===== src/rtl/filter_sample_gen.sv =====
// Valid/ready stimulus source for the 8-bit filter x port: impulse, step, square, sawtooth and
// (with FILTER_SAMPLE_GEN_LFSR_EN defined) a 16-bit Fibonacci LFSR stream.
module filter_sample_gen #(
   parameter int unsigned DATA_W   = 8,
   parameter int unsigned PERIOD_W = 8
) (
   input  logic                clk,
   input  logic                rst,
   input  logic                start,
   input  logic                stop,
   input  logic [2:0]          mode,
   input  logic [DATA_W-1:0]   amplitude,
   input  logic [PERIOD_W-1:0] period,
   input  logic [15:0]         num_samples,
   output logic [DATA_W-1:0]   x_out,
   output logic                x_valid,
   input  logic                x_ready,
   output logic                busy,
   output logic                done
);

   typedef enum logic [1:0] {StIdle, StRun, StDone} state_e;

   state_e              state_q, state_d;
   logic [2:0]          mode_q;
   logic [DATA_W-1:0]   amp_q;
   logic [DATA_W-1:0]   ramp_q;
   logic [PERIOD_W-1:0] period_q;
   logic [PERIOD_W-1:0] ph_q;
   logic                sq_hi_q;
   logic [15:0]         num_q;
   logic [15:0]         cnt_q;
   logic [15:0]         cnt_inc;
   logic                accept;
   logic                xfer;
   logic                last;
   logic [DATA_W-1:0]   lfsr_sample;
   logic [DATA_W-1:0]   sample;

   // stop beats a same-cycle start
   assign accept  = (state_q == StIdle) && start && !stop;
   assign xfer    = (state_q == StRun) && x_ready;
   assign cnt_inc = cnt_q + 16'd1;
   assign last    = xfer && (num_q != 16'd0) && (cnt_inc == num_q);

   always_ff @(posedge clk or negedge rst) begin
      if (!rst) begin
         state_q <= StIdle;
      end else begin
         state_q <= state_d;
      end
   end

   always_comb begin
      state_d = state_q;
      unique case (state_q)
         StIdle:  if (accept) state_d = StRun;
         StRun: begin
            if (stop) begin
               state_d = StIdle;
            end else if (last) begin
               state_d = StDone;
            end
         end
         StDone:  state_d = StIdle;
         default: state_d = StIdle;
      endcase
   end

   always_ff @(posedge clk or negedge rst) begin
      if (!rst) begin
         mode_q   <= '0;
         amp_q    <= '0;
         period_q <= '0;
         num_q    <= '0;
         cnt_q    <= '0;
         ramp_q   <= '0;
         ph_q     <= '0;
         sq_hi_q  <= 1'b0;
      end else if (accept) begin
         mode_q   <= mode;
         amp_q    <= amplitude;
         period_q <= (period == '0) ? PERIOD_W'(1) : period;
         num_q    <= num_samples;
         cnt_q    <= '0;
         ramp_q   <= '0;
         ph_q     <= '0;
         sq_hi_q  <= 1'b1;
      end else if (xfer) begin
         cnt_q  <= cnt_inc;
         ramp_q <= ramp_q + amp_q;
         // ph_q counts samples within the current half-period
         if (ph_q == period_q - PERIOD_W'(1)) begin
            ph_q    <= '0;
            sq_hi_q <= !sq_hi_q;
         end else begin
            ph_q <= ph_q + PERIOD_W'(1);
         end
      end
   end

`ifdef FILTER_SAMPLE_GEN_LFSR_EN
   logic [15:0] lfsr_q;
   logic        lfsr_fb;

   // x^16+x^14+x^13+x^11+1, shifting right
   assign lfsr_fb = lfsr_q[0] ^ lfsr_q[2] ^ lfsr_q[3] ^ lfsr_q[5];

   always_ff @(posedge clk or negedge rst) begin
      if (!rst) begin
         lfsr_q <= '0;
      end else if (accept) begin
         lfsr_q <= 16'hACE1;
      end else if (xfer) begin
         lfsr_q <= {lfsr_fb, lfsr_q[15:1]};
      end
   end

   assign lfsr_sample = lfsr_q[DATA_W-1:0];
`else
   assign lfsr_sample = '0;
`endif

   always_comb begin
      sample = '0;
      unique case (mode_q)
         3'd0:    sample = (cnt_q == 16'd0) ? amp_q : '0;
         3'd1:    sample = amp_q;
         3'd2:    sample = sq_hi_q ? amp_q : '0;
         3'd3:    sample = ramp_q;
         3'd4:    sample = lfsr_sample;
         default: sample = '0;
      endcase
   end

   assign x_out   = (state_q == StRun) ? sample : '0;
   assign x_valid = (state_q == StRun);
   assign busy    = (state_q == StRun);
   assign done    = (state_q == StDone);

endmodule


===== config.mk =====
export PLATFORM = sky130hd
export DESIGN_NAME = filter_sample_gen
export DESIGN_NICKNAME = d
export VERILOG_FILES = /design/src/rtl/filter_sample_gen.sv
export SDC_FILE = /design/constraint.sdc
export NUM_CORES = 1
export LEC_CHECK = 0
export ABC_AREA = 1
export BUFFER_PORTS_ARGS = -buffer_cell sky130_fd_sc_hd__buf_2
export CORE_MARGIN = 2
export CORE_UTILIZATION = 36
export CTS_CLUSTER_SIZE = 30
export DETAILED_ROUTE_END_ITERATION = 8
export SYNTH_ARGS = -nofsm -noshare
export SYNTH_HDL_FRONTEND = slang
export SYNTH_SLANG_ARGS = --single-unit
export TNS_END_PERCENT = 20

===== constraint.sdc =====
create_clock -name clk -period 2 [get_ports clk]
set_input_delay 0.2 -clock clk [delete_from_list [all_inputs] [get_ports clk]]
set_output_delay 0.2 -clock clk [all_outputs]
set_load 0.05 [all_outputs]

Yosys cells after proc, flatten, opt, wreduce, memory -nomap -nowiden
Cells that the tools add are included.
Widths: inputs -> output; s select.

cells by class
  muxes and demuxes = 19
  add/subtract/negate cells = 4
  reduce and logical (&&, ||, !) cells = 16
  equality and inequality tests = 9

operators with widths
  operator               number
  $mux 8                 9
  $mux 16                2
  $pmux 8 s4             1
  $add 16x1->16 const B  1
  $eq 16x16->1           1
  $logic_not 16->1       1
  $reduce_bool 16->1     1
  $add 8x1->8 const B    1
  $add 8x8->8            1
  $eq 8x8->1             1
  $logic_not 8->1        1
  $sub 8x1->8 const B    1
  $eq 3x2->1 const B     2
  $mux 2                 3
  $logic_and 1x1->1      5
  $pmux 2 s2             1
  $reduce_and 2->1       2
  $reduce_bool 2->1      2
  $eq 3x1->1 const B     1
  $logic_not 3->1        1
  $mux 1                 3
  $ne 3x2->1 const B     1
  $eq 2x1->1 const B     1
  $eq 2x2->1 const B     1
  3 further kinds        4

word-level totals
  output and inout bits = 11
  register bits after elaboration = 70

Longest topological paths before layout
Gate-level depths: netlist of run 1.

  depth in word-level cells = 7
  mapped depth = 14

Worst setup path after synthesis of run 1
Ideal clock, no wire load.

  path kind = register to output
  from = reg cnt_q[0]
  to = out x_out[0]
  arrival = 1782 ps
  path slack = 18 ps
  cell stages (with the launch flop) = 11
  path through = dfrtp_1 inv_2 ha_1 nand2_1 nor3_1 nand4_1 a21oi_1 nand2_1 nand2_1 nand2_1 inv_1

on the way
  longest elaborated chain between the ends = 4

RTL lines
  what                    RTL line  RTL
  from (decl)             32        logic [15:0] cnt_q;
  from (signal assigned)  90        cnt_q <= cnt_inc;
  $logic_not 16->1        127       3'd0: sample = (cnt_q == 16'd0) ? amp_q : '0;
  $mux 8                  127
  $pmux 8 s4              126       unique case (mode_q)
  $mux 8                  136       assign x_out = (state_q == StRun) ? sample : '0;
  to (decl)               15        output logic [DATA_W-1:0] x_out,

No other way between the ends.

Worst setup path in the final report of run 1
  from = reg cnt_q[1]
  to = out x_out[2]

Same word-level chain as after synthesis.

==> results.sh, run 1 <==
export IMPL_ant_nets=0
export IMPL_grt_pass1_vias=4029
export IMPL_drv_slew=0
export IMPL_pwr_share_clk_pct=34.4
export IMPL_grt_first_pass_wirelength_microns=18900
export IMPL_clock_sinks=70
export IMPL_core_sq_mm=0.0115
export IMPL_outcome="complete, but fails checks"
export IMPL_peakVddDrop_v=0.000592
export IMPL_postLayoutSetupSlackWorst_ps=-188
export IMPL_synth_area_leaders="dfrtp_1, nand2_1, inv_1, nand3_1, o21ai_0"
export IMPL_r2r_slack_ps=-30
export IMPL_min_period_ps=2190
export IMPL_worstMarginPinSlew_ps=728
export IMPL_h_tree_depth=3
export IMPL_die_area_sq_mm=0.0127
export IMPL_clock_fmax_mhz=457
export IMPL_criticalPathCategory="reg -> out"
export IMPL_holdWs_ps=60.7
export IMPL_tritoncts="yes"
export IMPL_clock_skew_ps=3.73
export IMPL_cp_start_kind="flop"
export IMPL_dp_slack_ps=49.8
export IMPL_p_leak_nw=2.61
export IMPL_via_per_inst=4.94
export IMPL_synth_fp_nets=635
export IMPL_hold_viol_final=0
export IMPL_worstPathArrival_ps=1990
export IMPL_path_cells="inv_2, ha_4, nand2_2, nor3_2, nand4_1, a21oi_1, buf_4, nand2_1, nand2_1, nand2_1, inv_1, buf_6"
export IMPL_area_growth_syn_to_layout_pct=24.3
export IMPL_relSlewSlack_pct=51.5
export IMPL_violations="setup timing"
export IMPL_grt_remaining_overflow=0
export IMPL_period_share_pct=109
export IMPL_hpwl_microns=8200
export IMPL_cpPeakStageDelay_ps=390
export IMPL_synth_top_area_share_pct=41.1
export IMPL_syn_area_sq_mm=0.00426
export IMPL_cts_buffers=9
export IMPL_critPathSlowestCell="dfrtp_1"
export IMPL_swShare_pct=34.0
export IMPL_clkTransAtPathRegs_ps=60
export IMPL_drc=0
export IMPL_hp_class="in -> reg"
export IMPL_port_buffers=50
export IMPL_dpl_cell_count=782
export IMPL_drt_pass1_iter_count=5
export IMPL_place_area_sq_mm=0.00480
export IMPL_yosys_warnings=0
export IMPL_die_h_microns=113
export IMPL_rows=39
export IMPL_final_common_cell="nand2_1"
export IMPL_wirelength_microns=11100
export IMPL_pin_count=51
export IMPL_fin_area_sq_mm=0.00530
export IMPL_synth_distinct_cells=34
export IMPL_place_congestion=0.896
export IMPL_setup_viol=10
export IMPL_power_switching_mw=1.77
export IMPL_seqPwrFrac_pct=36.2
export IMPL_start_util_pct=37.1
export IMPL_cts_root_buffer="clkbuf_16"
export IMPL_die_x_microns=113
export IMPL_path_common_cell="nand2_1"
export IMPL_yosys_register_bits=70
export IMPL_clk_insertion_delay_late_ps=340
export IMPL_avgSynthCellArea_sq_um=7.31
export IMPL_synth_area_leader_cell="dfrtp_1"
export IMPL_critPathCaptureType="output pin"
export IMPL_fin_setup_tns_ps=-1440
export IMPL_grt_usage_pct=18.3
export IMPL_clockBufferDepth=2
export IMPL_drt_iter0_drc=195
export IMPL_vias=3979
export IMPL_syn_inst=583
export IMPL_grt_max_degree=33
export IMPL_drv_cap=0
export IMPL_worst_path_buf_inv=4
export IMPL_antenna_found_initial=0
export IMPL_comb_power_share_pct=29.3
export IMPL_rsz0062_at_grt="yes"
export IMPL_worstPathMaxFanout=8
export IMPL_cp_data_required_time_ps=1800
export IMPL_powerDensity_mw_per_mm2=981
export IMPL_diodes=0
export IMPL_wl_per_cell_microns=13.8
export IMPL_layout_drive_gt1_share_pct=19.6
export IMPL_ys_seq_area_share_pct=41.1
export IMPL_crit_family="buffers and inverters"
export IMPL_final_cell_mix="nand2_1, dfrtp_1, inv_1, nand3_1"
export IMPL_final_nets=709
export IMPL_internal_power_mw=3.43
export IMPL_final_cells=805
-- final timing paths --
kind	start	to	cells past startpoint
worst max register to register	cnt_q[1]	state_q[0]	14
worst min-delay path	amplitude[0]	amp_q[0]	3
worst max-delay path	cnt_q[1]	x_out[2]	12
min in group asynchronous	rst	num_q[5]	2
max in group asynchronous	rst	ph_q[7]	3
worst min register to register	period_q[7]	period_q[7]	2
-- Yosys cell counts, drive strengths merged --
cell type    n
o311ai       1
nor2        46
clkinv       2
a22o         2
or2          3
nand4       15
nand3       46
nor4         5
o22ai        9
nor3         5
inv         71
nand3b       1
clkbuf       5
ha          11
dfrtp       70
buf          7
a211oi       1
nand2      204
o21ai       46
xor2        14
fa           1
a32o         1
a21oi        9
xnor3        1
xnor2        7
-- worst reg2reg max path, cell delays in order (launching register included) --
cell,delay [ps]
dfrtp_1,370
buf_4,120
buf_4,100
ha_2,190
nand2_2,80
nor2_4,220
nand2_1,120
nand2_1,100
nand2_1,50
nand2_1,60
nand3_1,90
nor2_2,100
nand3_2,120
o21ai_1,140
nand2_1,60
-- layer usage --
| metal | part of all wire, % | track usage (%) | vias to the layer above |
|---|---|---|---|
| met1 | 45 | 23.1 | 1865 |
| li1 | - | - | 2022 |
| met2 | 50 | 32.1 | 81 |
| met5 | 0 | 0 | - |
| met4 | 1.2 | 4.80 | 0 |
| met3 | 4.5 | 3.80 | 11 |
-- kinds of logic after synthesis --
logic type | synth area share [%]
xor+xnor | 4.85
simple gates | 33.7
compound gates | 8.90
buf+inv | 7.76
flops | 41.1
fa+ha+maj | 3.70
-- layout make-up --
cell class,count,area (sq um)
timing repair buffer,75,527
clock buffer,10,239
fill,1137,6170
multi-input combinational,428,2230
clock inverter,6,93.8
tap,143,179
sequential,70,1750
inverter,73,274
-- power by group through the flow --
stage	Combinational [mW]	Sequential, mW	Clock (mW)
4_1_cts	1.45	1.88	1.82
3_5_place_dp	1.39	1.90	0
5_1_grt	1.74	1.92	1.88
3_3_place_gp	1.36	1.90	0
2_1_floorplan	1.01	1.85	0
6_report	1.52	1.88	1.79
-- timing repair --
item,in CTS,in global routing
pin swaps,1,3
buffers inserted,3,3
hold buffers,1,0
setup endpoints to repair,8,17
hold endpoints to repair,25,0
gates resized for setup,16,19
-- per-stage QoR --
| step | power, mW | utilization (%) |
|---|---|---|
| after floorplan | 2.86 | - |
| after global placement | 3.26 | 41.9 |
| after detailed placement | 3.29 | 41.9 |
| after CTS | 5.16 | 45.5 |
| after global routing | 5.55 | 46.2 |
| final | 5.20 | 46.2 |
-- flip-flops by register name, summed over array words and instances, names as in the netlist --
name / flops
cnt_q: 16
num_q: 16
amp_q: 8
period_q: 8
ph_q: 8
ramp_q: 8
mode_q: 3
state_q: 2
sq_hi_q: 1
(Power assumes the default switching activity.)
==> run 2: changes to the inputs <==
--- a/config.mk
+++ b/config.mk
@@ -7,10 +7,12 @@
 export LEC_CHECK = 0
 export ABC_AREA = 1
 export BUFFER_PORTS_ARGS = -buffer_cell sky130_fd_sc_hd__buf_2
+export CAP_MARGIN = 20
 export CORE_MARGIN = 2
 export CORE_UTILIZATION = 36
 export CTS_CLUSTER_SIZE = 30
 export DETAILED_ROUTE_END_ITERATION = 8
+export HOLD_SLACK_MARGIN = 0.03
 export SYNTH_ARGS = -nofsm -noshare
 export SYNTH_HDL_FRONTEND = slang
 export SYNTH_SLANG_ARGS = --single-unit
==> constraint.sdc (replaced) <==
create_clock -name clk -period 1.89 [get_ports clk]
set_input_delay 0.189 -clock clk [delete_from_list [all_inputs] [get_ports clk]]
set_output_delay 0.189 -clock clk [all_outputs]
set_load 0.05 [all_outputs]
==> results.sh, run 2 (synthesized netlist as in run 1, its figures left out) <==
export IMPL_final_cell_mix="nand2_1, dfrtp_1, inv_1, nand3_1, buf_2"
export IMPL_outcome="complete, but fails checks"
export IMPL_fillers=1102
export IMPL_worstMarginPinSlew_ps=490
export IMPL_critPathCaptureType="output pin"
export IMPL_final_common_cell="nand2_1"
export IMPL_grt_usage_pct=18.0
export IMPL_cpPeakStageDelay_ps=390
export IMPL_tritoncts="yes"
export IMPL_via_per_inst=4.88
export IMPL_pin_count=51
export IMPL_drt_pass1_iter_count=4
export IMPL_drv_slew=0
export IMPL_path_cells="inv_2, ha_4, nand2_2, nor3_2, nand4_1, a21oi_2, buf_6, nand2_2, nand2_2, nand2_2, clkinvlp_4, buf_8"
export IMPL_rsz0062_at_grt="yes"
export IMPL_violations="setup timing"
export IMPL_clock_fmax_mhz=445
export IMPL_clockBufferDepth=2
export IMPL_h_tree_depth=3
export IMPL_drv_cap=0
export IMPL_layout_drive_gt1_share_pct=23.9
export IMPL_period_share_pct=119
export IMPL_dpl_cell_count=791
export IMPL_vias=3964
export IMPL_die_x_microns=113
export IMPL_antenna_found_initial=0
export IMPL_fin_util_pct=47.5
export IMPL_reg_largest_list="cnt_q x16, num_q x16"
export IMPL_die_h_microns=113
export IMPL_postLayoutSetupSlackWorst_ps=-360
export IMPL_cp_data_required_time_ps=1700
export IMPL_clock_skew_ps=4.71
export IMPL_hpwl_microns=8060
export IMPL_area_growth_syn_to_layout_pct=27.8
export IMPL_clkTransAtPathRegs_ps=60
export IMPL_setup_viol=11
export IMPL_wl_per_cell_microns=13.2
export IMPL_holdWs_ps=49.6
export IMPL_grt_pass1_vias=4036
export IMPL_start_util_pct=37.1
export IMPL_min_period_ps=2250
export IMPL_p_leak_nw=2.58
export IMPL_final_cells=813
export IMPL_grt_max_degree=71
export IMPL_ant_nets=0
export IMPL_cp_start_kind="flop"
export IMPL_worstPathMaxFanout=8
export IMPL_hp_class="in -> reg"
export IMPL_port_buffers=50
export IMPL_hold_viol_final=0
export IMPL_drc=0
export IMPL_rows=39
export IMPL_grt_first_pass_wirelength_microns=18500
export IMPL_worst_path_buf_inv=4
export IMPL_worstPathArrival_ps=2060
export IMPL_core_sq_mm=0.0115
export IMPL_relSlewSlack_pct=67.1
export IMPL_clk_insertion_delay_late_ps=340
export IMPL_grt_remaining_overflow=0
export IMPL_dp_slack_ps=-111
export IMPL_path_common_cell="nand2_2"
export IMPL_fin_setup_tns_ps=-3000
export IMPL_diodes=0
export IMPL_drt_iter0_drc=104
export IMPL_place_congestion=0.937
export IMPL_die_area_sq_mm=0.0127
export IMPL_cts_root_buffer="clkbuf_16"
export IMPL_criticalPathCategory="reg -> out"
export IMPL_wirelength_microns=10700
export IMPL_ff_latch_area_sq_mm=0.00175
export IMPL_cts_buffers=9
export IMPL_critPathSlowestCell="dfrtp_1"
export IMPL_powerDensity_mw_per_mm2=996
export IMPL_crit_family="simple AND/OR/NAND/NOR gates"
export IMPL_peakVddDrop_v=0.000660
export IMPL_clock_sinks=70
export IMPL_multi_input_area_sq_mm=0.00228
export IMPL_final_nets=717
-- run 2: cell count changes in the layout (fill, tap and decap cells not counted), sizes merged --
cell / previous run / this run
buf: 74 / 82
bufinv: 2 / 1
clkbuf: 10 / 12
clkinv: 4 / 2
clkinvlp: 1 / 9
inv: 72 / 65
-- run 2: per-layer routing --
layer	GRT usage, %	vias to the layer above	routed length [microns]
met3	4.02	20	386
met5	0	-	0
met1	21.7	1845	4790
met2	30.9	64	5280
li1	-	2035	-
met4	7.64	0	283
-- run 2: cell type report --
| cell class | instances | area share, % |
|---|---|---|
| repair buffers | 83 | 11.2 |
| flip-flops and latches | 70 | 32.2 |
| multi-input cells | 428 | 42.0 |
| inverters | 73 | 5.66 |
| clock inverters | 4 | 0.966 |
| well taps | 143 | 3.29 |
| clock buffers | 12 | 4.71 |
-- run 2: power breakdown --
part	switching (mW)	internal, mW	total, mW
registers	0.218	1.76	1.98
clock network	0.641	1.10	1.74
logic	0.987	0.709	1.70
total	1.85	3.57	5.42
-- run 2: through the flow --
stage / power (mW) / instance area [sq um]
finish: 5.42 / 5440
global route: 5.79 / 5440
CTS: 5.36 / 5340
detailed placement: 3.51 / 4900
global placement: 3.46 / 4900
floorplan: 3.05 / 4290
-- run 2: worst paths after layout --
kind,from,endpoint,slack (ps),cells after the start
setup / recovery,cnt_q[0],x_out[0],-360,12
hold / removal,num_samples[1],num_q[1],50,3
setup reg to reg,cnt_q[0],state_q[0],-100,14
hold reg to reg,sq_hi_q,sq_hi_q,500,2
max in group asynchronous,rst,period_q[3],1160,3
min in group asynchronous,rst,num_q[4],410,3
-- run 2: repair_timing --
action | in CTS | in global routing
endpoints found under the setup margin | 10 | 21
resized for setup | 30 | 27
endpoints found under the hold margin | 70 | 0
pin swaps | 3 | 9
hold buffers | 1 | 0
setup buffers | 2 | 3
-- run 2: worst register-to-register path, delay by kind of cell, from the launching register on --
family | cells | cell delay (ps)
and+or+nand+nor | 10 | 990
DFF | 1 | 360
buffers and inverters | 2 | 230
adders and majority gates | 1 | 150
AOI/OAI and AO/OA | 1 | 140
==> run 3: changes to the inputs <==
--- a/config.mk
+++ b/config.mk
@@ -12,7 +12,7 @@
 export CORE_UTILIZATION = 36
 export CTS_CLUSTER_SIZE = 30
 export DETAILED_ROUTE_END_ITERATION = 8
-export HOLD_SLACK_MARGIN = 0.03
+export REMOVE_ABC_BUFFERS = 1
 export SYNTH_ARGS = -nofsm -noshare
 export SYNTH_HDL_FRONTEND = slang
 export SYNTH_SLANG_ARGS = --single-unit
==> results.sh, run 3 (synthesized netlist as in run 1, its figures left out) <==
export IMPL_hpwl_microns=7900
export IMPL_drt_iter0_drc=183
export IMPL_postLayoutSetupSlackWorst_ps=-350
export IMPL_period_share_pct=119
export IMPL_r2r_cells=13
export IMPL_worstPathMaxFanout=8
export IMPL_drt_met1_wl_microns=4850
export IMPL_holdPathEnd="amp_q[2]"
export IMPL_vias=4008
export IMPL_grt_pass1_vias=4134
export IMPL_p_leak_nw=2.62
export IMPL_die_area_sq_mm=0.0127
export IMPL_min_period_ps=2240
export IMPL_drv_slew=0
export IMPL_antenna_found_initial=0
export IMPL_h_tree_depth=3
export IMPL_outcome="complete, but fails checks"
export IMPL_fin_setup_tns_ps=-3070
export IMPL_hold_viol_final=0
export IMPL_grt_remaining_overflow=0
export IMPL_pin_count=51
export IMPL_layout_drive_gt1_share_pct=21.1
export IMPL_relSlewSlack_pct=69.2
export IMPL_r2r_start="cnt_q[0]"
export IMPL_ff_latch_area_sq_mm=0.00175
export IMPL_holdPathStages=3
export IMPL_comb_power_share_pct=31.5
export IMPL_power_switching_mw=1.77
export IMPL_die_x_microns=113
export IMPL_peakVddDrop_v=0.000612
export IMPL_drc=0
export IMPL_holdWs_ps=55.3
export IMPL_start_util_pct=37.1
export IMPL_place_congestion=0.915
export IMPL_wl_met3_microns=508
export IMPL_seqPwrFrac_pct=38.8
export IMPL_pwr_share_clk_pct=29.6
export IMPL_final_common_cell="nand2_1"
export IMPL_wl_per_cell_microns=13.2
export IMPL_total_power_mw=5.12
export IMPL_cts_root_buffer="clkbuf_16"
export IMPL_clk_insertion_delay_late_ps=330
export IMPL_cts_buffers=9
export IMPL_clkTransAtPathRegs_ps=60
export IMPL_hp_class="in -> reg"
export IMPL_diodes=0
export IMPL_fillers=1171
export IMPL_ant_nets=0
export IMPL_criticalPathCategory="reg -> out"
export IMPL_core_sq_mm=0.0115
export IMPL_routed_wl_met2_microns=5090
export IMPL_violations="setup timing"
export IMPL_final_cell_mix="nand2_1, dfrtp_1, inv_1, nand3_1"
export IMPL_clockBufferDepth=2
export IMPL_internal_power_mw=3.35
export IMPL_port_buffers=50
export IMPL_clock_sinks=70
export IMPL_grt_first_pass_wirelength_microns=19100
export IMPL_area_growth_syn_to_layout_pct=24.0
export IMPL_cp_start_kind="flop"
export IMPL_powerDensity_mw_per_mm2=969
export IMPL_setup_viol=10
export IMPL_drt_pass1_iter_count=6
export IMPL_route_top_layer_used="met4"
export IMPL_grt_usage_pct=18.6
export IMPL_tritoncts="yes"
export IMPL_worstMarginPinSlew_ps=462
export IMPL_worstPathArrival_ps=2050
export IMPL_r2r_slack_ps=-200
export IMPL_rsz0062_at_grt="yes"
export IMPL_wirelength_microns=10700
export IMPL_multi_input_area_sq_mm=0.00224
export IMPL_die_h_microns=113
export IMPL_clock_fmax_mhz=446
export IMPL_min_delay_start="amplitude[2]"
export IMPL_fin_util_pct=46.1
export IMPL_cp_data_required_time_ps=1700
export IMPL_final_nets=718
export IMPL_grt_max_degree=71
export IMPL_rows=39
export IMPL_via_per_inst=4.94
export IMPL_reg_largest_list="cnt_q x16, num_q x16"
export IMPL_r2r_end="state_q[1]"
export IMPL_clock_skew_ps=5.30
export IMPL_critPathCaptureType="output pin"
export IMPL_swShare_pct=34.6
export IMPL_dp_slack_ps=-60.6
export IMPL_drv_cap=0
-- run 3: cell count changes in the layout (fill, tap and decap cells not counted), moves of 3 or more --
| cell | before | now |
|---|---|---|
| nor2_2 | 11 | 7 |
| inv_1 | 60 | 63 |
| clkinvlp_4 | 9 | 0 |
| buf_8 | 8 | 4 |
| inv_2 | 3 | 8 |
| nand2_1 | 183 | 190 |
| nand2_2 | 21 | 14 |
| nor2_1 | 30 | 33 |
| buf_4 | 29 | 32 |
| buf_6 | 1 | 4 |
-- run 3: worst max path at each step --
stage | slack (ps) | endpoint | start
global route | -470 | x_out[4] | cnt_q[1]
CTS | -310 | x_out[6] | cnt_q[0]
finish | -350 | x_out[7] | cnt_q[1]
detailed placement | -60 | x_out[6] | cnt_q[1]
floorplan | -2310 | period_q[0] | state_q[1]
global placement | 20 | x_out[0] | cnt_q[1]
-- run 3: through the flow --
stage	instances	cell area, sq um
after global routing	812	5280
final	812	5280
after floorplan	571	4200
after global placement	792	4860
after detailed placement	792	4860
after CTS	809	5210
-- run 3: cell type report --
cell class / instances / share of cell area, %
clock buffers: 12 / 4.67
clock inverters: 2 / 0.189
inverters: 73 / 5.19
well taps: 143 / 3.39
multi-input cells: 428 / 42.3
repair buffers: 84 / 11.1
flip-flops and latches: 70 / 33.2
-- run 3: power groups by stage --
stage | Combinational, mW | Sequential (mW) | Clock [mW]
after floorplan | 1.06 | 1.96 | 0
after global placement | 1.44 | 2.00 | 0
after detailed placement | 1.48 | 2.01 | 0
after CTS | 1.54 | 1.98 | 1.56
after global routing | 1.87 | 2.03 | 1.62
final | 1.61 | 1.99 | 1.52
-- run 3: metal layers --
metal / vias up / track usage, %
li1: 2045 / -
met1: 1841 / 24.1
met2: 103 / 30.9
met3: 19 / 2.68
met4: 0 / 8.21
met5: - / 0
-- run 3: critical path: stages (launching register included) --
cell,delay [ps]
dfrtp_1,390
inv_2,90
ha_4,130
nand2_2,50
nor3_2,170
nand4_1,140
a21oi_1,150
buf_4,210
nand2_1,60
nand2_1,50
nand2_1,50
inv_1,70
buf_6,150
-- run 3: repair_timing --
action,4_1_cts,5_1_grt
gates cloned,0,0
setup endpoints to repair,9,22
hold buffers,1,0
resized for setup,20,21
setup buffers,2,3
endpoints found under the hold margin,70,0
pin swaps,1,5
